$ cat config.mk
export PLATFORM = sky130hd
export DESIGN_NAME = regfile_mp
export DESIGN_NICKNAME = d
export VERILOG_FILES = /design/src/rtl/regfile_mp.sv
export SDC_FILE = /design/constraint.sdc
export NUM_CORES = 2
export LEC_CHECK = 0
export CAP_MARGIN = 0
export CORE_MARGIN = 2
export CORE_UTILIZATION = 40
export DETAILED_ROUTE_END_ITERATION = 10
export HOLD_SLACK_MARGIN = 0.03
export PLACE_DENSITY = 0.65
export SYNTH_ARGS = -nofsm -noshare
export SYNTH_HDL_FRONTEND = slang
export SYNTH_SLANG_ARGS = --single-unit
$ cat constraint.sdc
create_clock -name clk -period 9.3 [get_ports clk]
set_input_delay 2.325 -clock clk [delete_from_list [all_inputs] [get_ports clk]]
set_output_delay 2.325 -clock clk [all_outputs]
set_load 0.005 [all_outputs]
$ cat src/rtl/regfile_mp.sv
// regfile_mp: parametrised multi-port integer register file.
//
// Register 0 reads as zero and ignores writes; registers 1..NREG-1 are
// stored. Two writeback ports, NRD combinational read ports with optional
// same-cycle write-to-read forwarding, a per-register busy scoreboard for
// the issue stage, and a sequential clear engine that zeroes the array
// after reset (when CLR_ON_RST=1).
//
// Handshake: there is no per-transaction valid/ready pair. "ready" is a
// level: while it is high, writes and allocs presented on a rising edge
// take effect and read data/busy outputs are valid. While it is low,
// writes and allocs are dropped and reads return 0 / not-busy.
//
// Ports:
//   clk       rising-edge clock
//   rst       synchronous active-high reset
//   ready     block accepts writes/allocs, reads valid (state == IDLE)
//   rs        NRD read addresses, port k at [k*AW +: AW]
//   rs_out    NRD read data, port k at [k*XLEN +: XLEN]
//   rs_busy   busy flag of the register addressed by each read port
//   rd0_w/rd0/rd0_in   write port 0 (enable, address, data)
//   rd1_w/rd1/rd1_in   write port 1 (enable, address, data); wins ties
//   alloc_w/alloc_rd   mark a destination register busy
//
// The FSM has two states and "ready" is exactly (state == IDLE), so the
// ready output doubles as the state observation point.
module regfile_mp #(
  parameter int XLEN       = 32,
  parameter int NREG       = 32,
  parameter int NRD        = 2,
  parameter int BYPASS     = 1,
  parameter int CLR_ON_RST = 1,
  localparam int AW        = $clog2(NREG)
) (
  input  logic                clk,
  input  logic                rst,
  output logic                ready,
  input  logic [NRD*AW-1:0]   rs,
  output logic [NRD*XLEN-1:0] rs_out,
  output logic [NRD-1:0]      rs_busy,
  input  logic                rd0_w,
  input  logic [AW-1:0]       rd0,
  input  logic [XLEN-1:0]     rd0_in,
  input  logic                rd1_w,
  input  logic [AW-1:0]       rd1,
  input  logic [XLEN-1:0]     rd1_in,
  input  logic                alloc_w,
  input  logic [AW-1:0]       alloc_rd
);

  typedef enum logic {
    CLEAR = 1'b0,
    IDLE  = 1'b1
  } state_t;

  state_t             state;
  state_t             state_nxt;
  logic [AW-1:0]      clr_idx;
  logic [XLEN-1:0]    regs [1:NREG-1];
  logic [NREG-1:0]    busy;

  // Effective (qualified) write and alloc strobes. Register 0 is never a
  // target, and nothing lands while in CLEAR or while reset is asserted.
  logic we0;
  logic we1;
  logic al;

  assign we0 = ready && !rst && rd0_w   && (rd0 != '0);
  assign we1 = ready && !rst && rd1_w   && (rd1 != '0);
  assign al  = ready && !rst && alloc_w && (alloc_rd != '0);

  // ---------------- FSM: state register ----------------
  always_ff @(posedge clk) begin
    if (rst) begin
      state <= (CLR_ON_RST != 0) ? CLEAR : IDLE;
    end else begin
      state <= state_nxt;
    end
  end

  // ---------------- FSM: next state ----------------
  // The clear engine leaves CLEAR on the edge that zeroes the last entry.
  always_comb begin
    state_nxt = state;
    if (state == CLEAR && clr_idx == AW'(NREG - 1)) begin
      state_nxt = IDLE;
    end
  end

  // ---------------- FSM: outputs ----------------
  always_comb begin
    ready = (state == IDLE);
  end

  // Clear index starts at 1 because entry 0 is not stored.
  always_ff @(posedge clk) begin
    if (rst) begin
      clr_idx <= AW'(1);
    end else if (state == CLEAR) begin
      clr_idx <= clr_idx + 1'b1;
    end
  end

  // Array: no reset term, so contents survive reset when CLR_ON_RST=0.
  // Port 1 is written after port 0 so it wins an address collision.
  always_ff @(posedge clk) begin
    if (!rst) begin
      if (state == CLEAR) begin
        regs[clr_idx] <= '0;
      end else begin
        if (we0) regs[rd0] <= rd0_in;
        if (we1) regs[rd1] <= rd1_in;
      end
    end
  end

  // Scoreboard: a write retires a busy register; an alloc on the same
  // edge is applied last so the register stays busy.
  always_ff @(posedge clk) begin
    if (rst) begin
      busy <= '0;
    end else begin
      if (we0) busy[rd0]      <= 1'b0;
      if (we1) busy[rd1]      <= 1'b0;
      if (al)  busy[alloc_rd] <= 1'b1;
    end
  end

  // ---------------- Read ports ----------------
  for (genvar k = 0; k < NRD; k++) begin : g_rd
    logic [AW-1:0] addr;
    logic          byp0;
    logic          byp1;
    logic          live;

    assign addr = rs[k*AW +: AW];
    assign live = ready && (addr != '0);
    assign byp0 = (BYPASS != 0) && we0 && (rd0 == addr);
    assign byp1 = (BYPASS != 0) && we1 && (rd1 == addr);

    // A forwarded read reflects the post-edge scoreboard: the write clears
    // busy unless an alloc to the same register re-sets it.
    assign rs_out[k*XLEN +: XLEN] = !live ? '0 :
                                    byp1  ? rd1_in :
                                    byp0  ? rd0_in :
                                            regs[addr];
    assign rs_busy[k] = !live          ? 1'b0 :
                        (byp0 || byp1) ? (al && (alloc_rd == addr)) :
                                         busy[addr];
  end

endmodule

-- Word level (Yosys, flattened, before mapping)
Memory sizes are Yosys's and may differ from the RTL's.
Index checks and enable logic that the tools add are counted.
- bits in registers: 38
- latch bits: 0
- RAM bits: 992
- memory bits (read-only): 0
- input bits: 94
- output and inout port bits: 67
- logic and storage cells: 93
- memories kept: 1
- memories (memory ; depth ; bits a word ; read ports ; clocked after memory_dff ; wr ports ; line ; source):
    regs ; 31 ; 32 ; 2 ; 0 ; 2 ; 59 ; logic [XLEN-1:0] regs [1:NREG-1];
- add/sub/neg operators: 1
- multipliers: 0
- div/mod/pow operators: 0
- order comparisons: 8
- equality and inequality tests: 7
- shift-type cells: 0
- multiplexer cells: 39
- bitwise operators: 6
- reduce and logical (&&, ||, !) cells: 28
- operators by type and width (kind ; number):
    $mux W32 ; 12
    $and A32 B32 Y32 ; 2
    $not A32 Y32 ; 2
    $or A32 B32 Y32 ; 1
    $reduce_or A32 Y1 ; 1
    $eq A5 B5 Y1 ; 6
    $lt A5 B6 Y1 const B ; 5
    $reduce_bool A5 Y1 ; 5
    $mux W1 ; 21
    $logic_and A1 B1 Y1 ; 19
    $demux W1 S5 ; 3
    $ge A5 B1 Y1 const B ; 3
    $bmux W1 S5 ; 2
    $add A5 B1 Y5 const B ; 1
    $eq A5 B5 Y1 const B ; 1
    $mux W5 ; 1
    $logic_or A1 B1 Y1 ; 2
    $logic_not A1 Y1 ; 1
    $not A1 Y1 ; 1

-- Logic depth before layout (Yosys ltp)
- depth after elaboration: 13
- gate-level depth with buffers: 9
- mapped depth without buffers: 5

-- Worst setup path before layout
OpenSTA, ideal clock, no wires.
- kind: in2reg
- from: input port rd0[0]
- to: memory regs[10][0] (enable)
- setup time: 0.466 ns
- data arrival time: 6.070 ns
- data required time: 8.834 ns
- path slack: 2.764 ns
- stages: 8
- buffers on the path: 3
- cell sequence: clkbuf_1 nor2_2 a21o_1 buf_2 clkbuf_1 mux2i_1 nand2_1 o21ai_0
- RTL lines (what ; line ; source):
    start, declared ; 42 ; input logic [AW-1:0] rd0,
    end, declared ; 59 ;

-- Worst setup path in the final report
- from: input port rd1[2]
- to: output port rs_out[59]
- longest elaborated chain between the ends: 5
- elaborated cells between the ends (all ways): 6
- those cells by class: eq/ne (1); mux (2); reduce/logical (3)
- RTL lines (what ; line ; source):
    start, declared ; 45 ; input logic [AW-1:0] rd1,
    $reduce_bool A5 Y1 ; 69 ; assign we1 = ready && !rst && rd1_w && (rd1 != '0);
    $logic_and A1 B1 Y1 ; 69 ;
    $logic_and A1 B1 Y1 (*) ; 139 ; assign byp1 = (BYPASS != 0) && we1 && (rd1 == addr);
    $mux W32 (*) ; 144 ; byp1 ? rd1_in :
    $mux W32 (*) ; 143 ; assign rs_out[k*XLEN +: XLEN] = !live ? '0 :
    end, declared ; 39 ; output logic [NRD*XLEN-1:0] rs_out,
Every way passes the cells marked *; elsewhere a longest branch is shown, timed or not.

==> qor.csv <==
metric,value,unit
drt_iter0_drc,9175,
hold_viol_final,0,
grt_pass1_wl,345800,microns
critPathMostFrequentCell,clkdlybuf4s50_1,
die_x,395.4,microns
track_usage,30.67,%
routabilityCongestion,0.9821,
worstPathRequired,6.98,ns
maxSlewViolCount,17,
cts_buffers,108,
cts_max_level,3,
pre_cts_slack,0.7330,ns
cp_data_arrival_time,6.50,ns
die_area,0.1563,sq mm
cts_sinks,1030,
violations,"capacitance limit, slew limit",
grt_max_degree,93,
syn-num-nets,5698,
outcome,finished with violations,
slowest_stage,or4_2,
cp-start-kind,primary input,
drt_wl_total,246100,microns
clockBufferDepth,3,
netlist_instances,5602,
async_flop_share,0,%
path_clk_slew,0.07,ns
synth_largest_area_cell,edfxtp_1,
synth_area,0.06127,sq mm
layout-drive-gt1-share,17.57,%
ys_types,60,
critPathBufInv,3,
slew-limit-headroom,-5.219,%
clock.fmax,113.4,MHz
seq_area_frac_synth,49.86,%
core_area,0.1521,sq mm
post_cts_buffers,0,
fin_nets,5476,
cts_resized,0,
final_core_util,44.89,%
critPathCaptureType,primary output,
p_leak,19.74,nW
dp_hpwl,146900,microns
worstMarginPinSlew,1.572,ns
boundaryPins,161,
hold_buffers,0,
syn_area_per_cell,10.94,sq um
clk_latency,0.76,ns
drt_first_pass_iters,7,
critPathTopFamily,simple AND/OR/NAND/NOR gates,
via_per_inst,6.755,
fin_crit_sh,94.84,%
overflow,0,
via_count,50700,
ir_drop,0.1622,mV
path_cells,"clkdlybuf4s50_1, buf_4, or3_1, o21ai_1, or4_2, a21oi_1, clkdlybuf4s50_1",
synth-seq-cells,1030,
start_util,40.29,%
areaGrowthSynthToFinish,11.42,%
critPathKind,primary input to primary output,
tns,0,ns
fin_skew,0.04979,ns
final_cells,7505,
setup_ws,0.4796,ns
cts_tree,done,
port_buffers,160,
ys.warnings.count,0,
reg2reg_setup_slack,5.07,ns
die_height,395.4,microns
antenna_found_initial,16,
fp-row-count,143,
max_stage_delay,1.12,ns
path_max_fanout,29,
netlist_top_cells_area,"edfxtp_1 (49%), mux4_2 (15%), o21ai_0 (9.3%), nand2_1 (7.4%), mux2i_1 (3.3%)",
rsz0062_at_grt,no,
synth-edff-count,992,
hold_class,flip-flop to flip-flop,
setup_viol,0,
total_power,10.46,mW
timing.max_cap.violations,1,
cts-root-buf,clkbuf_16,
routedWlPerCell,32.79,microns
layout_commonest_cell,nand2_1,
drc_errors,0,
yosysTopAreaCellShare,48.62,%
synth_flop_cell,edfxtp_1,
min_period,8.820,ns
first_global_vias,47440,
final_cell_mix,"nand2_1 (1212), o21ai_0 (1120), edfxtp_1 (992)",
p_per_area,153.2,mW/mm^2
post-place-cells,7300,
antenna_left,0,
[logic make-up (layout without fill, tap and decap cells)]
logic type / Yosys count / in the layout / synth area share [%]
buffers and inverters: 708 / 576 / 4.832
flip-flops: 1030 / 1030 / 49.86
XOR/XNOR: 32 / 32 / 0.4574
AND/OR/NAND/NOR: 1567 / 1567 / 10.46
other: 0 / 5 / 0
AO/OA/AOI/OAI: 1529 / 1529 / 13.87
adder cells (fa/ha/maj): 2 / 2 / 0.04084
multiplexers: 734 / 734 / 20.48
[report_power, final]
group / internal [mW] / leakage, nW / switching, mW
logic: 0.309 / 10.1 / 0.623
clock network: 2.48 / 1.69 / 1.97
registers: 5.06 / 7.99 / 0.0203
total: 7.85 / 19.7 / 2.61
[layer usage]
metal	up-vias	track usage [%]	share of wire, %
met5	-	0	0.041
met4	16	18.85	7.2
met3	1011	10.08	16
met2	4445	43.75	42
met1	24650	40.36	35
li1	20580	-	-
[layout make-up]
class | instances | area, sq um
fillers | 13860 | 83820
flip-flops and latches | 1030 | 30550
multi-input cells | 3864 | 28400
repair buffers | 342 | 3143
clock buffers | 132 | 2814
well taps | 2030 | 2540
clock inverters | 68 | 681.9
inverters | 34 | 127.6
diodes | 5 | 12.51
[worst register-to-register path: stages (launching register included)]
cell and delay (ns):
dfxtp_1 0.30, buf_4 0.22, nand3b_1 0.57, or3_1 0.96
nor2_4 1.13, buf_4 0.61, o21ai_0 0.19
[sequential cells by signal, summed over array words and instances, names as in the netlist]
signal	cells
busy	32
clr_idx	5
ready	1
regs	992
[Yosys cell counts, types with 7 or more instances]
master and instances:
nand2_1 1212, o21ai_0 1141, edfxtp_1 992, clkbuf_1 481
mux4_2 403, mux2i_1 204, buf_2 134, nor2_1 133
mux2_2 127, a21oi_1 113, nand3_1 71, o22ai_1 66
o221ai_1 65, a211o_1 63, dfxtp_1 38, nor4_1 37
nand4_1 36, buf_4 34, inv_1 31, a41oi_1 28
a32oi_1 24, buf_1 24, xnor2_1 20, xor2_1 12
nor2b_1 11, a22oi_1 9, nor3_1 9, nor2_2 8
o21bai_1 7
[metrics by stage]
stage,cell area [sq um],hold slack (ns)
after floorplan,61270,0.4509
after global placement,64760,0.4646
after detailed placement,64760,0.4756
after CTS,68250,0.4876
after global routing,68250,0.5089
final,68270,0.4865
[path summary, 6_finish.rpt]
path / startpoint / to / cells after the start
setup / recovery: rd1[2] / rs_out[59] / 7
hold / removal: busy[0]$_SDFF_PP0_ / busy[0]$_SDFF_PP0_ / 1
setup reg to reg: ready$_SDFFE_PP0P_ / regs[5][31]$_DFFE_PP_ / 6
hold reg to reg: busy[0]$_SDFF_PP0_ / busy[0]$_SDFF_PP0_ / 1
Power figures use the tool's default switching activity.
